===== config.mk =====
export PLATFORM = sky130hd
export DESIGN_NAME = cmdspi_burst
export DESIGN_NICKNAME = d
export VERILOG_FILES = /design/src/rtl/cmdspi_burst.sv
export SDC_FILE = /design/constraint.sdc
export NUM_CORES = 1
export LEC_CHECK = 0
export BUFFER_PORTS_ARGS = -buffer_cell sky130_fd_sc_hd__buf_4
export CORE_UTILIZATION = 56
export DETAILED_ROUTE_END_ITERATION = 8
export PLACE_DENSITY = 0.88
export SYNTH_ARGS = -nofsm -noshare
export SYNTH_HDL_FRONTEND = slang
export SYNTH_SLANG_ARGS = --single-unit

===== constraint.sdc =====
create_clock -name clk -period 2.2 [get_ports clk]
set_input_delay 0.22 -clock clk [delete_from_list [all_inputs] [get_ports clk]]
set_output_delay 0.22 -clock clk [all_outputs]
set_load 0.02 [all_outputs]

===== src/rtl/cmdspi_burst.sv =====
// cmdspi_burst - SPI (mode 3) slave that turns framed command bursts into
// single-cycle register strobes in the clk domain.
//
// Frame: header {wr, inc, addr[AW-1:0]} (AW+2 bits, MSB first), followed by
// one or more DW-bit data words while CSN stays low.  Writes pulse we with
// addr/wdat after every complete word; reads pulse re, capture rdat RD_LAT
// cycles later and shift it out on MISO starting at the next SCLK fall.
//
// Ports:
//   clk, rst      system clock, synchronous active-high reset
//   CSN/SCLK/MOSI SPI inputs, asynchronous to clk (2-flop synchronised)
//   MISO          SPI serial data out, MSB first, 0 unless a read is active
//   we, re        one-cycle write / read-request strobes
//   addr          register address for we and re
//   wdat          write data, valid while we is high
//   rdat          read data, sampled exactly RD_LAT cycles after re
//   busy          high while a frame is in progress
module cmdspi_burst #(
   parameter int AW     = 6,
   parameter int DW     = 32,
   parameter int RD_LAT = 1
) (
   input  logic          clk,
   input  logic          rst,
   input  logic          CSN,
   input  logic          SCLK,
   input  logic          MOSI,
   output logic          MISO,
   output logic          we,
   output logic          re,
   output logic [AW-1:0] addr,
   output logic [DW-1:0] wdat,
   input  logic [DW-1:0] rdat,
   output logic          busy
);

   localparam int HB   = AW + 2;
   localparam int MAXB = (HB > DW) ? HB : DW;
   localparam int CW   = $clog2(MAXB + 1);

   typedef enum logic [1:0] {
      IDLE  = 2'd0,
      HDR   = 2'd1,
      WDATA = 2'd2,
      RDATA = 2'd3
   } state_t;

   state_t          state_r, next_state_s;
   logic            csn_meta_r, csn_sync_r, csn_prev_r;
   logic            sclk_meta_r, sclk_sync_r, sclk_prev_r;
   logic            mosi_meta_r, mosi_sync_r;
   logic [CW-1:0]   bit_cnt_r;
   logic [AW:0]     hdr_sr_r;
   logic [DW-1:0]   rx_sr_r, tx_sr_r, wdat_r;
   logic [AW-1:0]   addr_r;
   logic            inc_r, we_r, re_r, miso_r, busy_r;
   logic            pend_r;
   logic [2:0]      lat_cnt_r;
   logic            csn_fall_s, csn_rise_s, sclk_rise_s, sclk_fall_s;
   logic            hdr_done_s, word_done_s, busy_s, cap_s;

   // SCLK edges only count while the synchronised chip select is low, so an
   // SCLK rise arriving together with the CSN rise is ignored.
   assign csn_fall_s  = csn_prev_r & ~csn_sync_r;
   assign csn_rise_s  = ~csn_prev_r & csn_sync_r;
   assign sclk_rise_s = sclk_sync_r & ~sclk_prev_r & ~csn_sync_r;
   assign sclk_fall_s = ~sclk_sync_r & sclk_prev_r & ~csn_sync_r;

   // Read data is captured RD_LAT cycles after the re pulse.
   assign cap_s = (RD_LAT == 0) ? re_r : (pend_r && (lat_cnt_r == 3'(RD_LAT)));

   assign MISO = miso_r;
   assign we   = we_r;
   assign re   = re_r;
   assign addr = addr_r;
   assign wdat = wdat_r;
   assign busy = busy_r;

   // Two-flop synchronisers plus previous-value flops for edge detection.
   always_ff @(posedge clk) begin
      if (rst) begin
         csn_meta_r  <= 1'b0;
         csn_sync_r  <= 1'b0;
         csn_prev_r  <= 1'b0;
         sclk_meta_r <= 1'b0;
         sclk_sync_r <= 1'b0;
         sclk_prev_r <= 1'b0;
         mosi_meta_r <= 1'b0;
         mosi_sync_r <= 1'b0;
      end else begin
         csn_meta_r  <= CSN;
         csn_sync_r  <= csn_meta_r;
         csn_prev_r  <= csn_sync_r;
         sclk_meta_r <= SCLK;
         sclk_sync_r <= sclk_meta_r;
         sclk_prev_r <= sclk_sync_r;
         mosi_meta_r <= MOSI;
         mosi_sync_r <= mosi_meta_r;
      end
   end

   // FSM state register.
   always_ff @(posedge clk) begin
      if (rst) begin
         state_r <= IDLE;
      end else begin
         state_r <= next_state_s;
      end
   end

   // FSM next-state logic; a CSN rise aborts from any state.
   always_comb begin
      next_state_s = state_r;
      case (state_r)
         IDLE: begin
            if (csn_fall_s) next_state_s = HDR;
            else            next_state_s = IDLE;
         end
         HDR: begin
            if (csn_rise_s)      next_state_s = IDLE;
            else if (hdr_done_s) next_state_s = hdr_sr_r[AW] ? WDATA : RDATA;
            else                 next_state_s = HDR;
         end
         WDATA, RDATA: begin
            if (csn_rise_s) next_state_s = IDLE;
            else            next_state_s = state_r;
         end
         default: next_state_s = IDLE;
      endcase
   end

   // FSM output decode: header/word completion and frame-active flag.
   always_comb begin
      hdr_done_s  = 1'b0;
      word_done_s = 1'b0;
      busy_s      = (next_state_s != IDLE);
      case (state_r)
         HDR: begin
            hdr_done_s = sclk_rise_s && (bit_cnt_r == CW'(HB - 1));
         end
         WDATA, RDATA: begin
            word_done_s = sclk_rise_s && (bit_cnt_r == CW'(DW - 1));
         end
         default: begin
            hdr_done_s  = 1'b0;
            word_done_s = 1'b0;
         end
      endcase
   end

   // Header decode, bit counting, write/read strobes and address stepping.
   always_ff @(posedge clk) begin
      if (rst) begin
         bit_cnt_r <= '0;
         hdr_sr_r  <= '0;
         rx_sr_r   <= '0;
         wdat_r    <= '0;
         addr_r    <= '0;
         inc_r     <= 1'b0;
         we_r      <= 1'b0;
         re_r      <= 1'b0;
         busy_r    <= 1'b0;
      end else begin
         we_r   <= 1'b0;
         re_r   <= 1'b0;
         busy_r <= busy_s;
         // A write burst steps the address once its strobe has been seen.
         if (we_r && inc_r) addr_r <= addr_r + AW'(1);
         case (state_r)
            HDR: begin
               if (hdr_done_s) begin
                  inc_r     <= hdr_sr_r[AW-1];
                  addr_r    <= {hdr_sr_r[AW-2:0], mosi_sync_r};
                  re_r      <= ~hdr_sr_r[AW];
                  bit_cnt_r <= '0;
               end else if (sclk_rise_s) begin
                  hdr_sr_r  <= {hdr_sr_r[AW-1:0], mosi_sync_r};
                  bit_cnt_r <= bit_cnt_r + CW'(1);
               end
            end
            WDATA: begin
               if (word_done_s) begin
                  wdat_r    <= {rx_sr_r[DW-2:0], mosi_sync_r};
                  we_r      <= 1'b1;
                  bit_cnt_r <= '0;
               end else if (sclk_rise_s) begin
                  rx_sr_r   <= {rx_sr_r[DW-2:0], mosi_sync_r};
                  bit_cnt_r <= bit_cnt_r + CW'(1);
               end
            end
            RDATA: begin
               // Read bursts step before the next re so it targets the new word.
               if (word_done_s) begin
                  if (inc_r) addr_r <= addr_r + AW'(1);
                  re_r      <= 1'b1;
                  bit_cnt_r <= '0;
               end else if (sclk_rise_s) begin
                  bit_cnt_r <= bit_cnt_r + CW'(1);
               end
            end
            default: begin
               bit_cnt_r <= '0;
               hdr_sr_r  <= '0;
            end
         endcase
      end
   end

   // Read latency counter, transmit shift register and MISO driver.
   always_ff @(posedge clk) begin
      if (rst) begin
         pend_r    <= 1'b0;
         lat_cnt_r <= 3'd0;
         tx_sr_r   <= '0;
         miso_r    <= 1'b0;
      end else if (state_r != RDATA) begin
         pend_r    <= 1'b0;
         lat_cnt_r <= 3'd0;
         tx_sr_r   <= '0;
         miso_r    <= 1'b0;
      end else begin
         if (cap_s) begin
            pend_r    <= 1'b0;
            lat_cnt_r <= 3'd0;
         end else if (re_r && (RD_LAT != 0)) begin
            pend_r    <= 1'b1;
            lat_cnt_r <= 3'd1;
         end else if (pend_r) begin
            lat_cnt_r <= lat_cnt_r + 3'd1;
         end
         if (cap_s)            tx_sr_r <= rdat;
         else if (sclk_fall_s) tx_sr_r <= {tx_sr_r[DW-2:0], 1'b0};
         if (csn_rise_s)       miso_r <= 1'b0;
         else if (sclk_fall_s) miso_r <= tx_sr_r[DW-1];
      end
   end

endmodule


==> flow_summary_export.csv <==
group,metric,value,unit
sta,rsz0062_at_grt,"false",
die,initial_utilization,0.577,
logic_synthesis,synth_top_area_cell,"dfxtp_1",
clocking,max-clock-path-buffers,2,
critical_path,path_class,"reg -> reg",
die,die-width,99.4,µm
critical_path,r2r-start,"sclk_sync_r",
run_status,violations,"DRC",
global_routing,grt_pass1_vias,4425,
die,die_area,0.00987,mm²
placed_design,gp_congestion,0.845,
run_status,run_status,"complete, but fails checks",
critical_path,crit_top_cell,"buf_4",
global_routing,grt_pass1_wl,20500,µm
placed_design,port_buffers,78,
layout,fin_nets,761,
critical_path,slowest_delay,0.38,ns
layout,areaGrowthSynthToFinish,28.5,%
layout,multi_input_area,0.00247,mm²
critical_path,crit_chain,"or3b_1 -> buf_4 -> nor3_1 -> or4_1 -> buf_4 -> nand2_1 -> a21oi_1",
logic_synthesis,syn_area,0.00531,mm²
clocking,cts_sinks,133,
clocking,clk_latency,0.52,ns
global_routing,track_usage,0.260,
route,route.detailed.drc,2,
logic_synthesis,yosys_warnings,0,
clocking,cts_tree,"done",
run,maxCapViolations,0,
logic_synthesis,synth-seq-area-share,0.502,
critical_path,startpoint_type,"register",
placed_design,detailed_place_hpwl,7410,µm
placed_design,placed_cell_area,0.00601,mm²
critical_path,worstPathArrival,2.49,ns
critical_path,cp-startpoint,"sclk_sync_r",
logic_synthesis,synthArstFlopShare,0,
clocking,h-tree-depth,4,
logic_synthesis,ys_ff_latch,133,
route,wl_per_cell,14.9,µm
power,peakVddDrop,478,µV
critical_path,critPathMaxFanout,31,
power,power.density,776,mW/mm²
global_routing,gr-total-overflow,0,
sta,min_period,2.04,ns
logic_synthesis,synth_area_leaders,"dfxtp_1 50%, nand2_1 11%, a21oi_1 7.0%",
critical_path,crit_required,2.65,ns
logic_synthesis,avgSynthCellArea,8.42,µm²
sta,worstMarginPinSlew,0.700,ns
clocking,cts_buffers,17,
route,drt_iter0_markers,293,
power,finalPower,5.29,mW
route,drt_first_pass_iters,9,
global_routing,grt_max_degree,65,
route,viasPerCell,5.51,
logic_synthesis,ys.flop_type,"dfxtp_1",
sta,skew,0.00989,ns
logic_synthesis,synth_top_area_share,0.502,
layout,stdcell_area,0.00682,mm²
critical_path,end_kind,"register",
critical_path,cpMaxStageDelayCell,"or3b_1",
sta,max_freq,489,MHz
clocking,clkTransAtPathRegs,0.06,ns
sta,slew_headroom,0.533,
layout,final-seq-area,0.00266,mm²
hold_path,hp-class,"in -> reg",
logic_synthesis,syn_inst,630,
layout,drive_gt1_frac,0.188,
clocking,cts_root_buffer,"clkbuf_8",
hold_path,hp-start,"rdat[30]",
route,num_vias,4652,
die,die_height,99.4,µm
global_routing,antenna_found_initial,0,
logic_synthesis,synth_cell_type_count,48,
sta,hold_viol_final,0,
logic_synthesis,synth_nets,671,
die,ioPinCount,79,
die,rows,35,
power,power.leakage,2.45,nW
logic_synthesis,synth_edf_count,0,
sta,slew_violations,0,
sta,finalSetupViolCount,0,
sta,finalSetupTns,0,ns
sta,min_period_over_period,0.929,
route,routed_wl,12600,µm
die,fp.coreArea,0.00920,mm²
route,antenna_left,0,
layout,fillerInstances,642,
layout,n_antenna_cell,0,
==> report_power, final <==
part | switching (mW) | total (mW) | internal, mW
Sequential | 0.0123 | 2.43 | 2.42
Combinational | 0.0828 | 0.182 | 0.0992
Clock | 1.09 | 2.68 | 1.59
==> routing by layer <==
metal	GRT usage	vias to the layer above	routed length [µm]
met1	0.305	2149	5380
met4	0.113	0	273
met5	0	-	0
met3	0.0597	27	714
met2	0.456	154	6190
li1	-	2322	-
==> kinds of logic after synthesis <==
group | after synthesis | synth area share
XOR/XNOR | 14 | 0.0231
AND/OR/NAND/NOR | 267 | 0.218
AO/OA/AOI/OAI | 129 | 0.147
adder cells (fa/ha/maj) | 4 | 0.00943
flip-flops | 133 | 0.502
buffers and inverters | 49 | 0.0370
multiplexers | 34 | 0.0641
==> synthesized netlist by cell type (2+ instances only) <==
library cell  number
a211oi_1          33
a21oi_1           74
a22oi_1            3
and3_1             3
buf_1              6
buf_2              4
clkbuf_1          33
dfxtp_1          133
ha_1               4
inv_1              5
mux2i_1           34
nand2_1          154
nand3_1            6
nand3b_1           2
nand4_1            3
nor2_1            56
nor2b_1           11
nor3_1             7
nor3b_1            2
nor4_1             2
o21ai_0            4
o22ai_1            3
or2_2              8
or4_1              4
xnor2_1            6
xor2_1             8
==> placed cells by master (no fill, tap or decap), types with 2 or more instances in the layout <==
| cell | count |
|---|---|
| buf_4 | 89 |
| clkinv_4 | 5 |
| and3_1 | 3 |
| or2_2 | 8 |
| a22oi_1 | 3 |
| or4_1 | 4 |
| mux2i_1 | 34 |
| ha_1 | 4 |
| nor2b_1 | 11 |
| nand4_1 | 3 |
| a21oi_1 | 74 |
| o22ai_1 | 3 |
| xor2_1 | 8 |
| o21ai_0 | 4 |
| clkbuf_8 | 3 |
| nor2_1 | 56 |
| nor3_1 | 7 |
| dlygate4sd3_1 | 23 |
| dfxtp_1 | 133 |
| inv_6 | 5 |
| nand2_1 | 154 |
| nand3_1 | 6 |
| buf_12 | 3 |
| xnor2_1 | 6 |
| inv_1 | 5 |
| a211oi_1 | 33 |
| nor4_2 | 2 |
| nand3b_1 | 2 |
| clkbuf_16 | 16 |
==> registers in the layout, summed over array words and instances, names as in the netlist, 2 cells and up <==
signal     count
tx_sr_r       32
bit_cnt_r      6
lat_cnt_r      3
hdr_sr_r       7
addr           6
wdat          32
state_r        2
rx_sr_r       31
==> final cells by class <==
class	instances	share of cell area
repair buffers	115	0.140
clock buffers	19	0.0647
inverters	5	0.00275
multi-input cells	448	0.361
clock inverters	13	0.0200
well taps	111	0.0204
flip-flops and latches	133	0.390
==> what timing repair did <==
| action | in CTS | in global routing |
|---|---|---|
| hold endpoints to repair | 23 | 0 |
| setup endpoints to repair | 0 | 0 |
| setup buffers | 0 | 0 |
| hold buffers | 23 | 0 |
| resized for setup | 0 | 0 |
==> worst paths after layout <==
check	to	slack [ns]	cells after the start
setup / recovery	rx_sr_r[19]	0.16	7
hold / removal	tx_sr_r[30]	0.02	3
setup reg to reg	rx_sr_r[19]	0.16	7
hold reg to reg	mosi_sync_r	0.44	1
==> worst max-delay path, delay by kind of cell (launching register included) <==
kind	cells	cell delay (ns)
buffers and inverters	2	0.49
flip-flops	1	0.37
AND/OR/NAND/NOR	4	0.97
AO/OA/AOI/OAI	1	0.15
==> per-stage QoR <==
step | hold slack, ns | cells | setup WS [ns] | util
final | 0.0184 | 844 | 0.156 | 0.742
after global routing | 0.0240 | 844 | 0.0159 | 0.742
after CTS | 0.00186 | 844 | 0.174 | 0.742
after detailed placement | 0.435 | 789 | 0.189 | 0.654
after global placement | 0.428 | 789 | 0.213 | 0.654
after floorplan | 0.348 | 630 | 0.179 | -
Note: power is estimated with default switching activity, not from simulation.
